==> src/rtl/distance_pkg.sv <==
// distance_pkg: shared widths, window depth, filter state encoding and helpers
package distance_pkg;
    localparam int DIST_W    = 21;
    localparam int SUM_W     = 23;
    localparam int WIN_DEPTH = 4;

    typedef enum logic [1:0] {ST_FILL, ST_TRACK, ST_SUSPECT} state_t;

    // Unsigned magnitude of a - b; never wraps.
    function automatic logic [DIST_W-1:0] abs_diff(input logic [DIST_W-1:0] a, input logic [DIST_W-1:0] b);
        return (a >= b) ? a - b : b - a;
    endfunction
endpackage

==> src/rtl/dist_window.sv <==
// dist_window: 4-deep sample window with running sum
//   clk, rst_n        clock, async active-low reset
//   load_one          shift din in, drop oldest, sum += din - oldest
//   load_all          flush and fill every slot with din, sum = 4*din
//   clear             empty the window
//   din               sample to load
//   next_sum          sum after a load_one of din (combinational)
//   fill              samples held, 0..4
module dist_window
    import distance_pkg::*;
(
    input  logic              clk,
    input  logic              rst_n,
    input  logic              load_one,
    input  logic              load_all,
    input  logic              clear,
    input  logic [DIST_W-1:0] din,
    output logic [SUM_W-1:0]  next_sum,
    output logic [2:0]        fill
);
    logic [DIST_W-1:0] win [WIN_DEPTH];
    logic [SUM_W-1:0]  sum;

    // Empty slots hold zero, so the same update is valid while filling.
    assign next_sum = sum + SUM_W'(din) - SUM_W'(win[WIN_DEPTH-1]);

    always_ff @(posedge clk or negedge rst_n) begin
        if (!rst_n) begin
            for (int i = 0; i < WIN_DEPTH; i++) win[i] <= '0;
            sum  <= '0;
            fill <= '0;
        end else if (clear) begin
            for (int i = 0; i < WIN_DEPTH; i++) win[i] <= '0;
            sum  <= '0;
            fill <= '0;
        end else if (load_all) begin
            for (int i = 0; i < WIN_DEPTH; i++) win[i] <= din;
            sum  <= {din, 2'b00};
            fill <= 3'(WIN_DEPTH);
        end else if (load_one) begin
            win[0] <= din;
            for (int i = 1; i < WIN_DEPTH; i++) win[i] <= win[i-1];
            sum  <= next_sum;
            fill <= (fill == 3'(WIN_DEPTH)) ? fill : fill + 3'd1;
        end
    end
endmodule

==> src/rtl/distance_filter.sv <==
// distance_filter: range gate, outlier rejection and 4-sample averaging of echo counts
//   clk, rst_n      clock, async active-low reset
//   in_valid        strobe: in_distance/in_timeout carry a measurement
//   in_distance     raw echo-width count
//   in_timeout      echo never returned (sample rejected)
//   out_valid       strobe: out_distance updated
//   out_distance    filtered count, held between strobes
//   out_stale       STALE_LIMIT or more consecutive rejected samples
//   out_fill        samples in the window, 0..4
module distance_filter
    import distance_pkg::*;
#(
    parameter logic [DIST_W-1:0] MIN_VALID   = 21'd116,
    parameter logic [DIST_W-1:0] MAX_VALID   = 21'd23200,
    parameter logic [DIST_W-1:0] JUMP_LIMIT  = 21'd580,
    parameter logic [3:0]        STALE_LIMIT = 4'd8
) (
    input  logic              clk,
    input  logic              rst_n,
    input  logic              in_valid,
    input  logic [DIST_W-1:0] in_distance,
    input  logic              in_timeout,
    output logic              out_valid,
    output logic [DIST_W-1:0] out_distance,
    output logic              out_stale,
    output logic [2:0]        out_fill
);
    logic              s1_v;
    logic [DIST_W-1:0] s1_d;
    logic              s1_to;
    state_t            state;
    logic [1:0]        outl_cnt;
    logic [3:0]        rej_cnt;
    logic [DIST_W-1:0] avg_d;
    logic              emit_v;
    logic              in_range;
    logic              outlier;
    logic              load_one;
    logic              load_all;
    logic [SUM_W-1:0]  next_sum;

    // avg_d is the value the next out_distance will take; comparing against it
    // rather than out_distance keeps back-to-back samples consistent.
    always_comb begin
        in_range = s1_v && !s1_to && s1_d >= MIN_VALID && s1_d <= MAX_VALID;
        outlier  = state != ST_FILL && abs_diff(s1_d, avg_d) > JUMP_LIMIT;
        load_one = in_range && !outlier;
        load_all = in_range && outlier && outl_cnt == 2'd2;
    end

    dist_window u_win (
        .clk      (clk),
        .rst_n    (rst_n),
        .load_one (load_one),
        .load_all (load_all),
        .clear    (1'b0),
        .din      (s1_d),
        .next_sum (next_sum),
        .fill     (out_fill)
    );

    always_ff @(posedge clk or negedge rst_n) begin
        if (!rst_n) begin
            s1_v         <= 1'b0;
            s1_d         <= '0;
            s1_to        <= 1'b0;
            state        <= ST_FILL;
            outl_cnt     <= '0;
            rej_cnt      <= '0;
            avg_d        <= '0;
            emit_v       <= 1'b0;
            out_valid    <= 1'b0;
            out_distance <= '0;
        end else begin
            s1_v      <= in_valid;
            s1_d      <= in_distance;
            s1_to     <= in_timeout;
            emit_v    <= load_one || load_all;
            out_valid <= emit_v;
            if (emit_v) out_distance <= avg_d;
            if (s1_v && !in_range) rej_cnt <= (rej_cnt == 4'd15) ? rej_cnt : rej_cnt + 4'd1;
            if (load_one || load_all) begin
                rej_cnt  <= '0;
                outl_cnt <= '0;
                avg_d    <= (load_all || state == ST_FILL) ? s1_d : next_sum[SUM_W-1:2];
                state    <= (state == ST_FILL && out_fill < 3'd3) ? ST_FILL : ST_TRACK;
            end else if (in_range) begin
                outl_cnt <= outl_cnt + 2'd1;
                state    <= ST_SUSPECT;
            end
        end
    end

    assign out_stale = rej_cnt >= STALE_LIMIT;
endmodule
==> config.mk <==
export PLATFORM = sky130hd
export DESIGN_NAME = distance_filter
export DESIGN_NICKNAME = d
export VERILOG_FILES = /design/src/rtl/distance_pkg.sv /design/src/rtl/dist_window.sv /design/src/rtl/distance_filter.sv
export SDC_FILE = /design/constraint.sdc
export NUM_CORES = 1
export LEC_CHECK = 0
export ABC_AREA = 1
export CORE_MARGIN = 2
export CORE_UTILIZATION = 35
export CTS_BUF_LIST = sky130_fd_sc_hd__clkbuf_4 sky130_fd_sc_hd__clkbuf_8
export DETAILED_ROUTE_END_ITERATION = 6
export PLACE_DENSITY = 0.53
export SYNTH_ARGS = -nofsm -noshare
export SYNTH_HDL_FRONTEND = slang
export SYNTH_HIERARCHICAL = 1
export SYNTH_SLANG_ARGS = --single-unit
export TNS_END_PERCENT = 50
==> constraint.sdc <==
create_clock -name clk -period 9.53 [get_ports clk]
set_input_delay 1.4295 -clock clk [delete_from_list [all_inputs] [get_ports clk]]
set_output_delay 1.4295 -clock clk [all_outputs]
set_load 0.01 [all_outputs]
# [Word level (Yosys, flattened, before mapping)]
# Index checks and enable logic that the tools add are counted.
[op_classes] addsub=7 n_lt_le_gt_ge=6 eq_ne=5 mux=17 reduce_logical=21
[ops] op="$mux W84" n=2
[ops] op="$mux W23" n=2
[ops] op="$mux W21" n=2
[ops] op="$sub A21 B21 Y21" n=2
[ops] op="$add A23 B21 Y23" n=1
[ops] op="$sub A23 B21 Y23" n=1
[ops] op="$ge A21 B21 Y1" n=1
[ops] op="$ge A21 B7 Y1 const B" n=1
[ops] op="$gt A21 B10 Y1 const B" n=1
[ops] op="$le A21 B15 Y1 const B" n=1
[ops] op="$mux W4" n=3
[ops] op="$logic_and A1 B1 Y1" n=9
[ops] op="$mux W3" n=3
[ops] op="$mux W2" n=4
[ops] op="$reduce_bool A2 Y1" n=4
[ops] op="$add A4 B1 Y4 const B" n=1
[ops] op="$eq A4 B4 Y1 const B" n=1
[ops] op="$ge A4 B4 Y1 const B" n=1
[ops] op="$ne A2 B2 Y1 const B" n=2
[ops] op="$reduce_and A2 Y1" n=2
[ops] op="$add A3 B1 Y3 const B" n=1
[ops] op="$eq A3 B3 Y1 const B" n=1
[ops] op="$logic_not A1 Y1" n=3
[ops] op="$lt A3 B2 Y1 const B" n=1
[ops] op="other kinds (5)" n=6
[word_totals] ff_bits=185 in_bits=25 output_inout_bits=26 wordCells=72

# [Logic depth before layout (Yosys ltp)]
# Gate-level depths: netlist of the first run.
[depth] ltp_word=9 mapped_depth=32

# [By module]
# Netlist of the first run, hierarchy kept.
[by_module_without_submodules] mod="dist_window" n_inst=1 cells_each=967 area_per_inst_um2=7016.7 seq_area_each_um2=2752.6
[by_module_without_submodules] mod="distance_filter" n_inst=1 cells_each=961 area_per_inst_um2=6223.5 seq_area_each_um2=1876.8

# [Worst setup path before layout of the first run]
# No wires, ideal clock.
[synth_path] path_type="register to register" from="register s1_d[8]" to="register u_win.fill[2]" setup_time_ps=119 arrival_ps=3397 t_required_ps=9411 path_slack_ps=6014 stages_incl_launch_ff=27 n_path_buf=1 period_less_slack_ps=3516 cell_sequence="dfrtp_1 -> inv_1 -> ha_1 -> nand2_1 -> inv_1 -> nand2_1 -> nand2_1 -> a21oi_2 -> nand2_2 -> nand2_2 -> buf_4 -> nand3_1 -> nand2_2 -> nand2_2 -> nor2_2 -> nand3_1 -> nand3_1 -> nand2_1 -> nand2_2 -> nand2_4 -> nor2_1 -> nor2_2 -> nand2_2 -> inv_2 -> a31oi_1 -> o21ai_0 -> o21a_1"
[synth_between] elab_chain_len=8 elab_cells_between_ends=18
[synth_rtl] element="from (decl)" line="distance_filter.sv:29" rtl="logic [DIST_W-1:0] s1_d;"
[synth_rtl] element="from (signal assigned)" line="distance_filter.sv:76" rtl="s1_d <= in_distance;"
[synth_rtl] element="$sub A21 B21 Y21 / $ge A21 B21 Y1 (equally long branches)" line="distance_pkg.sv:11" rtl="return (a >= b) ? a - b : b - a;"
[synth_rtl] element="$mux W21" line="distance_pkg.sv:11"
[synth_rtl] element="$gt A21 B10 Y1" line="distance_filter.sv:46" rtl="outlier = state != ST_FILL && abs_diff(s1_d, avg_d) > JUMP_LIMIT;"
[synth_rtl] element="$logic_and A1 B1 Y1" line="distance_filter.sv:46"
[synth_rtl] element="$logic_and A1 B1 Y1 (*) (2 in series)" line="distance_filter.sv:48" rtl="load_all = in_range && outlier && outl_cnt == 2'd2;"
[synth_rtl] element="via load_all" line="distance_filter.sv:39" rtl="logic load_all;"
[synth_rtl] element="$ne A2 B2 Y1 (no line) / $reduce_bool A2 Y1 (equally long branches)"
[synth_rtl] element="$reduce_and A2 Y1 (no line)"
[synth_rtl] element="to (signal assigned)" line="dist_window.sv:39" rtl="fill <= 3'(WIN_DEPTH);"
[synth_rtl] element="to (signal assigned)" line="dist_window.sv:44" rtl="fill <= (fill == 3'(WIN_DEPTH)) ? fill : fill + 3'd1;"
[synth_rtl] element="to (decl)" line="dist_window.sv:19" rtl="output logic [2:0] fill"
# Mark *: on every way through the listed nets, which the timed path passes. The rest lies on a longest branch.
# A chain may end at the register's enable or synchronous reset.

# [Worst setup path after layout of the first run]
[layout_path] from="register s1_d[8]" to="register u_win/win[67] (netlist name)"
[layout_between] elab_chain_len=7 elab_cells_between_ends=16
[layout_rtl] element="$sub A21 B21 Y21 / $ge A21 B21 Y1 (equally long branches)" line="distance_pkg.sv:11"
[layout_rtl] element="$mux W21" line="distance_pkg.sv:11"
[layout_rtl] element="$gt A21 B10 Y1" line="distance_filter.sv:46"
[layout_rtl] element="$logic_and A1 B1 Y1" line="distance_filter.sv:46"
[layout_rtl] element="$logic_and A1 B1 Y1 (*) (2 in series)" line="distance_filter.sv:48"
[layout_rtl] element="via load_all" line="distance_filter.sv:39"
[layout_rtl] element="$mux W84 / $reduce_bool A2 Y1 (equally long branches)"
[layout_rtl] element="to (decl)" line="dist_window.sv:21" rtl="logic [DIST_W-1:0] win [WIN_DEPTH];"
# Marked as above.

==> reports/metrics.yaml, run 1 <==
status:
  status: "complete, no violations"
power_and_ir_drop:
  power_switching_mw: 1.32
  pwr-share-seq_pct: 31.8
  power_frac_clock_pct: 19.2
  ir_drop_mv: 0.111
  combinationalPowerShare_pct: 49.0
  p_int_mw: 1.59
  p_leak_nw: 7.84
  p_sw_share_pct: 45.4
  p_per_area_mw_per_mm2: 200
critical_path:
  critPathLaunch: "s1_d[8]"
  endpoint_kind: "flop"
  path_class: "flop to flop"
  cp_num_buf_inv: 7
  r2r-end: "u_win/win[67]"
  cp.depth: 27
  timing.rr.start: "s1_d[8]"
  critical_path.max_stage_delay_ps: 650
  cp_top_family: "simple AND/OR/NAND/NOR gates"
  cp.arrival_ps: 6470
  endpoint: "u_win/win[67]"
  r2r_cells: 27
  reg2reg_slack_ps: 3390
  path_max_fanout: 68
  crit_slowest_cell: "dfrtp_1"
  startpoint_type: "flop"
  worstPathRequired_ps: 9860
placed_design:
  dpl.hpwl_mm: 31.3
  place_congestion: 0.920
  io_buffer_count: 50
grt:
  grt.total_usage_pct: 21.0
  antenna_found_initial: 0
  grt_max_degree: 94
  gr-total-overflow: 0
  grt_first_pass_wirelength_mm: 64.1
  grt_pass1_vias: 11900
logic_synthesis:
  syn-cell-area_mm2: 0.0132
  syn_avg_cell_area_um2: 6.87
  synthFlopType: "dfrtp_1"
  synth-seq-cells: 185
  yosys_warnings: 6
  async_flop_share_pct: 100
  yosys.area_share.simple_pct: 30.5
  synth_compound_area_share_pct: 10.8
  synth_edf_count: 0
  synthAdderAreaFrac_pct: 10.0
  syn_inst: 1928
  synth_xor_area_share_pct: 1.19
  synth.yosys.seq_area_share_pct: 35.0
  synthDistinctLibCells: 49
  synth_top_family_by_area: "simple AND/OR/NAND/NOR gates"
  synth_mux_area_share_pct: 0
route:
  drc: 0
  num_vias: 11900
  routed_via_density: 4.81
  drt_first_iter_violations: 684
  wl_per_cell_um: 16.1
  ant_nets: 0
  drt_pre_antenna_iters: 5
  drt-total-wl_mm: 39.9
timing:
  slew_headroom_pct: 31.7
  setup_viol: 0
  drv_slew: 0
  max_freq_mhz: 163
  grt_setup_unrepaired: "false"
  fin_crit_sh_pct: 64.4
  tns_ps: 0
  tightestPinTransition_ps: 1030
  min_period_ps: 6140
  fin_skew_ps: 25.9
  hold_viol_final: 0
  hold_ws_ps: 488
finish:
  fin_nets: 2068
  drive_above_1_share_pct: 4.38
  final_cell_mix: "621 x nand2_1, 345 x inv_1, 185 x dfrtp_1"
  diodes: 0
  syn_to_final_growth_pct: 9.68
  final_common_cell: "nand2_1"
  final_util_pct: 38.7
cts:
  clock-sinks: 185
  ctsResizeCount: 0
  htreeDepth: 4
  clkTransAtPathRegs_ps: 110
  postCtsHoldBufs: 0
  cts_tree: "built"
  cts_root_buf: "clkbuf_8"
  post_cts_buffers: 0
  clockBufferDepth: 2
  clk_latency_ps: 490
  cts_inserted_buffers: 17
die:
  dieArea_mm2: 0.0394
  die_w_um: 198
  rows: 71
  pin_count: 51
  die_h_um: 198
  start_util_pct: 35.3
  coreArea_mm2: 0.0375
hold_path:
  worst_hold_path_type: "flop to flop"
job:
  drv_cap: 0
how the worst min path moves through the flow:
stage / from / endpoint / slack, ps / cells past startpoint
after global placement: u_win/sum[17] / u_win/sum[17] / 460 / 2
final: state[1] / state[1] / 490 / 2
after floorplan: emit_v / out_valid / 350 / 0
after global routing: u_win/sum[16] / u_win/sum[16] / 510 / 2
after CTS: state[1] / state[1] / 500 / 2
after detailed placement: u_win/sum[16] / u_win/sum[16] / 460 / 2
per-layer routing:
layer	GRT usage, %	wire length (um)	up-vias
li1	-	-	6026
met1	26.9	17900	5624
met2	37.6	19900	201
met3	1.98	1080	48
met4	6.38	998	0
met5	0	0	-
synthesized netlist by cell type (6+ instances only):
cell	count	area share, %
nand2_1	621	18
inv_1	346	9.8
dfrtp_1	185	35
nand3_1	147	5.6
a21oi_1	135	5.1
nor2_1	92	2.6
ha_1	69	6.5
o21ai_1	63	2.4
o21ai_0	51	1.9
fa_1	23	3.5
clkbuf_1	21	0.60
nand4_1	20	0.95
buf_2	17	0.64
xor2_1	17	1.1
and2_1	16	0.76
nand2_2	15	0.71
buf_6	12	1.0
nor3_1	9	0.34
nor2_2	8	0.38
nand3b_1	6	0.34
nor4_1	6	0.28
registers in the layout, indices dropped and copies added, names as in the netlist:
register / cells
avg_d: 21
u_win/fill: 3
s1_to: 1
emit_v: 1
u_win/sum: 23
out_valid: 1
s1_d: 21
state: 2
outl_cnt: 2
u_win/win: 84
s1_v: 1
rej_cnt: 4
out_distance: 21
area by class of cell:
cell class                 count  area (um^2)
multi-input combinational   1338         6960
tap                          511          639
inverter                     351         1320
fill                        4114        23000
clock buffer                  18          241
sequential                   185         4630
clock inverter                14          171
timing repair buffer          58          564
power groups by stage:
stage | logic (mW) | registers [mW] | clock network, mW
after CTS | 1.43 | 0.927 | 0.582
after global routing | 1.64 | 0.938 | 0.608
after detailed placement | 1.42 | 0.942 | 0
after floorplan | 1.03 | 0.926 | 0
after global placement | 1.42 | 0.941 | 0
final | 1.43 | 0.927 | 0.557
worst reg2reg max path, stage by stage, from the launching register on:
cell and delay (ps):
dfrtp_1 650, inv_1 180, ha_1 440, a21oi_1 370, nand2_1 160, a21oi_2 180, nand2_2 110, nand2_2 230
nand2_4 230, inv_2 240, o21ai_0 160, nand2_1 90, nand2_1 50, nand2_1 60, nand3_1 80, nor2_1 130
nand2_2 120, nand2_4 120, nor2_2 50, buf_4 230, nor2_2 260, nand2_2 270, inv_2 140, nor2_2 30
buf_4 210, inv_2 320, buf_4 630, o21ai_0 240
kinds of logic after synthesis:
kind of cell,count (synthesis)
compound gates,271
xor+xnor,18
fa+ha+maj,92
buf+inv,407
flops,185
other cells,1
simple gates,954
through the flow:
stage,instances,total power [mW],setup slack [ps],area [um^2]
after floorplan,1930,1.96,6010,13200
after global placement,2443,2.36,3500,14100
after detailed placement,2443,2.37,3420,14100
after CTS,2475,2.94,3400,14500
after global routing,2475,3.19,2900,14500
final,2475,2.91,3390,14500
(Power assumes the default switching activity.)
==> inputs of run 2 (changes only) <==
--- a/config.mk
+++ b/config.mk
@@ -10,7 +10,7 @@
 export CORE_UTILIZATION = 35
 export CTS_BUF_LIST = sky130_fd_sc_hd__clkbuf_4 sky130_fd_sc_hd__clkbuf_8
 export DETAILED_ROUTE_END_ITERATION = 6
-export PLACE_DENSITY = 0.53
+export PLACE_DENSITY = 0.55
 export SYNTH_ARGS = -nofsm -noshare
 export SYNTH_HDL_FRONTEND = slang
 export SYNTH_HIERARCHICAL = 1
==> constraint.sdc (replaced) <==
create_clock -name clk -period 5.1 [get_ports clk]
set_input_delay 0.765 -clock clk [delete_from_list [all_inputs] [get_ports clk]]
set_output_delay 0.765 -clock clk [all_outputs]
set_load 0.01 [all_outputs]
==> reports/metrics.yaml, run 2 (same netlist as run 1, synthesis figures left out) <==
power_and_ir_drop:
  pwr-share-seq_pct: 32.1  # +0.3 points
  combinationalPowerShare_pct: 49.3  # +0.3 points
  p_per_area_mw_per_mm2: 369  # +84%
  p_sw_share_pct: 45.7  # +0.30 points
  p_int_mw: 2.93  # +84%
  power_frac_clock_pct: 18.7  # -0.5 points
  power_switching_mw: 2.47  # +87%
  ir_drop_mv: 0.143  # +29%
  p_leak_nw: 7.90  # +0.70%
critical_path:
  r2r_cells: 26  # -3.7%
  endpoint_kind: "flop"
  cp_common_cell: "nand2_2"
  cp_top_family: "simple AND/OR/NAND/NOR gates"
  cp.depth: 26  # -3.7%
  critical_path.max_stage_delay_ps: 520  # -130 ps
  worstPathRequired_ps: 5470  # -4390 ps
  path_class: "flop to flop"
  reg2reg_slack_ps: 380  # -3010 ps
  timing.rr.start: "s1_d[9]"
  cp_num_buf_inv: 7  # unchanged
  startpoint_type: "flop"
  r2r-end: "u_win/fill[2]"
  path_max_fanout: 22  # -68%
  cp.arrival_ps: 5090  # -1380 ps
  crit_slowest_cell: "dfrtp_1"
finish:
  registers.top_by_ff_count: "u_win/win"
  syn_to_final_growth_pct: 10.4
  fill_cells: 4089  # -0.61%
  final_common_cell: "nand2_1"
  fin_nets: 2079  # +0.53%
  largest_register_ffs: 84  # unchanged
  reg_top3: "u_win/win: 84 flops, u_win/sum: 23 flops"
  multi_input_area_mm2: 0.00696  # unchanged
  regArea_mm2: 0.00463  # about the same
  final_cell_mix: "621 x nand2_1, 345 x inv_1, 184 x dfrtp_1"
  diodes: 0  # unchanged
  drive_above_1_share_pct: 4.96  # +0.58 points
  stdcell_count: 2486  # +0.44%
cts:
  cts_inserted_buffers: 17  # unchanged
  postCtsHoldBufs: 0  # unchanged
  clock-sinks: 185  # unchanged
  cts_root_buf: "clkbuf_8"
  clk_latency_ps: 490  # about the same
  clockBufferDepth: 2  # unchanged
  cts_tree: "built"
  htreeDepth: 4  # unchanged
  clkTransAtPathRegs_ps: 100  # about the same
placed_design:
  dpl.hpwl_mm: 30.9  # -1.1%
  io_buffer_count: 50  # unchanged
  placed_cells: 2454  # +0.45%
  place_congestion: 0.949  # +3.2%
route:
  drc: 0  # unchanged
  num_vias: 12000  # +0.55%
  ant_nets: 0  # unchanged
  wl_per_cell_um: 15.8  # -1.6%
  drt_pre_antenna_iters: 7  # +2
  drt_first_iter_violations: 782  # +14%
  routed_via_density: 4.81  # +0.11%
  drt-total-wl_mm: 39.4  # -1.2%
grt:
  grt_first_pass_wirelength_mm: 63.6  # -0.78%
  grt_pass1_vias: 11900  # -0.067%
  grt_max_degree: 107  # +14%
  antenna_found_initial: 0  # unchanged
  grt.total_usage_pct: 20.8  # -0.26 points
  gr-total-overflow: 0  # unchanged
timing:
  fin_crit_sh_pct: 92.5  # +28 points
  grt_setup_unrepaired: "false"
  setup_viol: 0  # unchanged
  hold_viol_final: 0  # unchanged
  tns_ps: 0  # unchanged
  slew_headroom_pct: 40.3  # +8.6 points
  drv_slew: 0  # unchanged
  max_freq_mhz: 212  # +30%
  fin_skew_ps: 28.1  # +2.20 ps
  tightestPinTransition_ps: 896  # -129 ps
  min_period_ps: 4720  # -1420 ps
hold_path:
  worst_hold_path_type: "input port to asynchronous set/reset pin"
die:
  pin_count: 51  # unchanged
  dieArea_mm2: 0.0394  # unchanged
  start_util_pct: 35.3  # unchanged
  coreArea_mm2: 0.0375  # unchanged
  die_h_um: 198  # unchanged
  rows: 71  # unchanged
  die_w_um: 198  # unchanged
job:
  drv_cap: 0  # unchanged
status:
  status: "complete, no violations"
## run 2: metal layers
metal	vias to the layer above	GRT usage [%]	routed length, um
li1	6065	-	-
met1	5650	26.9	18000
met2	201	36.3	19400
met3	49	2.32	1090
met4	0	6.69	915
met5	-	0	0
## run 2: worst register-to-register path: cells and delay by family, from the launching register on
family,cells,cell delay [ps]
buffers and inverters,7,660
AOI/OAI and AO/OA,4,1070
and+or+nand+nor,14,1860
DFF,1,520
adders and majority gates,1,520
## run 2: power groups by stage
stage	registers, mW	logic (mW)	clock network, mW
3_3_place_gp	1.76	2.64	0
5_1_grt	1.75	3.07	1.10
4_1_cts	1.73	2.66	1.05
2_1_floorplan	1.73	1.93	0
6_report	1.73	2.66	1.01
3_5_place_dp	1.76	2.65	0
## run 2: timing repair
action | CTS | global route
setup buffers | 0 | 0
resized for setup | 0 | 1
setup endpoints to repair | 0 | 3
## run 2: layout make-up
| cell class | instances | share of cell area [%] |
|---|---|---|
| Clock inverter | 14 | 1.04 |
| Tap cell | 511 | 4.38 |
| Sequential cell | 185 | 31.7 |
| Timing Repair Buffer | 69 | 4.60 |
| Multi-Input combinational cell | 1338 | 47.6 |
| Inverter | 351 | 9.03 |
| Clock buffer | 18 | 1.65 |
## run 2: how the worst max path moves through the flow
stage,startpoint,end,slack (ps)
floorplan,s1_d[8],u_win/fill[2],1580
global placement,s1_d[8],u_win/sum[11],440
detailed placement,s1_d[8],u_win/fill[2],340
CTS,s1_d[8],u_win/fill[2],280
global route,s1_d[7],u_win/fill[2],40
finish,s1_d[9],u_win/fill[2],380
## run 2: stage by stage
stage	hold WS, ps	util, %	area (um^2)	power [mW]	setup WS, ps
2_1_floorplan	352	-	13200	3.66	1580
3_3_place_gp	460	37.9	14200	4.39	438
3_5_place_dp	464	37.9	14200	4.41	345
4_1_cts	406	39.0	14600	5.44	278
5_1_grt	448	39.0	14600	5.92	40.3
6_report	390	39.0	14600	5.39	382
==> inputs of run 3 (changes only) <==
--- a/config.mk
+++ b/config.mk
@@ -10,7 +10,6 @@
 export CORE_UTILIZATION = 35
 export CTS_BUF_LIST = sky130_fd_sc_hd__clkbuf_4 sky130_fd_sc_hd__clkbuf_8
 export DETAILED_ROUTE_END_ITERATION = 6
-export PLACE_DENSITY = 0.55
 export SYNTH_ARGS = -nofsm -noshare
 export SYNTH_HDL_FRONTEND = slang
 export SYNTH_HIERARCHICAL = 1
==> reports/metrics.yaml, run 3 (same netlist as run 1, synthesis figures left out) <==
status:
  status: "complete, no violations"
finish:
  regArea_mm2: 0.00463  # unchanged
  drive_above_1_share_pct: 5.01  # +0.051 points
  final_cell_mix: "621 x nand2_1, 345 x inv_1, 184 x dfrtp_1"
  reg_top3: "u_win/win: 84 flops, u_win/sum: 23 flops"
  final_common_cell: "nand2_1"
  stdcell_area_mm2: 0.0146  # about the same
  largest_register_ffs: 84  # unchanged
  diodes: 0  # unchanged
  multi_input_area_mm2: 0.00696  # about the same
  fin_nets: 2079  # unchanged
  final_util_pct: 39.0  # about the same
  fill_cells: 4039  # -1.2%
  syn_to_final_growth_pct: 10.5  # about the same
  registers.top_by_ff_count: "u_win/win"
die:
  coreArea_mm2: 0.0375  # unchanged
  pin_count: 51  # unchanged
  die_w_um: 198  # unchanged
  start_util_pct: 35.3  # unchanged
  rows: 71  # unchanged
  dieArea_mm2: 0.0394  # unchanged
  die_h_um: 198  # unchanged
critical_path:
  path_class: "flop to flop"
  r2r-end: "u_win/fill[2]"
  timing.rr.start: "s1_d[8]"
  cp.depth: 26  # unchanged
  crit_slowest_cell: "dfrtp_1"
  worstPathRequired_ps: 5500  # +30 ps
  startpoint_type: "flop"
  reg2reg_slack_ps: 400  # +20 ps
  critical_path.max_stage_delay_ps: 540  # +20 ps
  endpoint_kind: "flop"
  path_max_fanout: 85  # +290%
  cp_top_family: "simple AND/OR/NAND/NOR gates"
  cp.arrival_ps: 5100  # about the same
  cp_common_cell: "nand2_1"
  cp_num_buf_inv: 6  # -1
  r2r_cells: 26  # unchanged
route:
  ant_nets: 0  # unchanged
  drt_first_iter_violations: 758  # -3.1%
  drc: 0  # unchanged
  routed_via_density: 4.83  # +0.43%
  num_vias: 12000  # +0.43%
  wl_per_cell_um: 15.9  # +0.18%
  drt_pre_antenna_iters: 5  # -2
  drt-total-wl_mm: 39.5  # +0.18%
job:
  drv_cap: 0  # unchanged
timing:
  tightestPinTransition_ps: 903  # +6.85 ps
  fin_skew_ps: 17.9  # -10.3 ps
  grt_setup_unrepaired: "false"
  drv_slew: 0  # unchanged
  tns_ps: 0  # unchanged
  setup_viol: 0  # unchanged
  fin_crit_sh_pct: 92.2  # -0.34 points
  max_freq_mhz: 213  # +0.37%
  slew_headroom_pct: 39.8  # -0.46 points
  worst_slack_ps: 399  # +17.3 ps
  hold_viol_final: 0  # unchanged
  min_period_ps: 4700  # -17.3 ps
cts:
  clock-sinks: 185  # unchanged
  htreeDepth: 4  # unchanged
  clkTransAtPathRegs_ps: 110  # about the same
  cts_inserted_buffers: 17  # unchanged
  clk_latency_ps: 500  # about the same
  postCtsHoldBufs: 0  # unchanged
  cts_tree: "built"
  cts_root_buf: "clkbuf_8"
  clockBufferDepth: 2  # unchanged
placed_design:
  place_congestion: 0.996  # +5.0%
  io_buffer_count: 50  # unchanged
  place_area_mm2: 0.0142  # about the same
  dpl.hpwl_mm: 31.2  # +0.74%
  dp_slack_ps: 356  # +11.3 ps
grt:
  grt_pass1_vias: 12000  # +0.73%
  gr-total-overflow: 0  # unchanged
  grt_first_pass_wirelength_mm: 63.8  # +0.31%
  antenna_found_initial: 0  # unchanged
  grt.total_usage_pct: 20.9  # +0.11 points
  grt_max_degree: 107  # unchanged
power_and_ir_drop:
  p_leak_nw: 7.90  # about the same
  total_power_mw: 5.37  # -0.33%
  p_per_area_mw_per_mm2: 368  # -0.41%
  ir_drop_mv: 0.158  # +11%
hold_path:
  worst_hold_path_type: "input port to asynchronous set/reset pin"
run 3: cell counts in the layout (fill, tap and decap cells not counted):
Identical to the previous run, type by type.
run 3: layout make-up:
type | count | area share (%)
timing repair buffer | 69 | 4.68
multi-input combinational | 1338 | 47.6
tap | 511 | 4.37
sequential | 185 | 31.7
inverter | 351 | 9.02
clock buffer | 18 | 1.65
clock inverter | 14 | 1.02
run 3: routing by layer:
layer  vias to the layer above  GRT usage (%)  part of all wire (%)
met3                        69           2.09                   2.8
li1                       6066              -                     -
met1                      5644           27.4                    46
met4                         0           6.85                   2.9
met5                         -              0                     0
met2                       237           36.2                    48
run 3: repair_timing:
| action | CTS | global route |
|---|---|---|
| resized for setup | 0 | 2 |
| setup buffers | 0 | 0 |
| setup endpoints to repair | 0 | 23 |
run 3: worst max path at each step:
stage / startpoint / slack, ps / end
2_1_floorplan: s1_d[8] / 1580 / u_win/fill[2]
3_3_place_gp: s1_d[8] / 360 / u_win/fill[2]
3_5_place_dp: s1_d[8] / 360 / u_win/fill[2]
4_1_cts: s1_d[8] / 340 / u_win/fill[2]
5_1_grt: s1_d[8] / 20 / u_win/win[3]
6_report: s1_d[8] / 400 / u_win/fill[2]
run 3: power by group:
group / internal [mW] / switching (mW)
registers: 1.62 / 0.106
logic: 0.930 / 1.72
clock network: 0.375 / 0.623
total: 2.93 / 2.45
run 3: metrics by stage:
step                      hold WS, ps  instances
final                             363       2486
after global routing              418       2486
after CTS                         384       2486
after detailed placement          466       2454
after global placement            461       2454
after floorplan                   352       1930
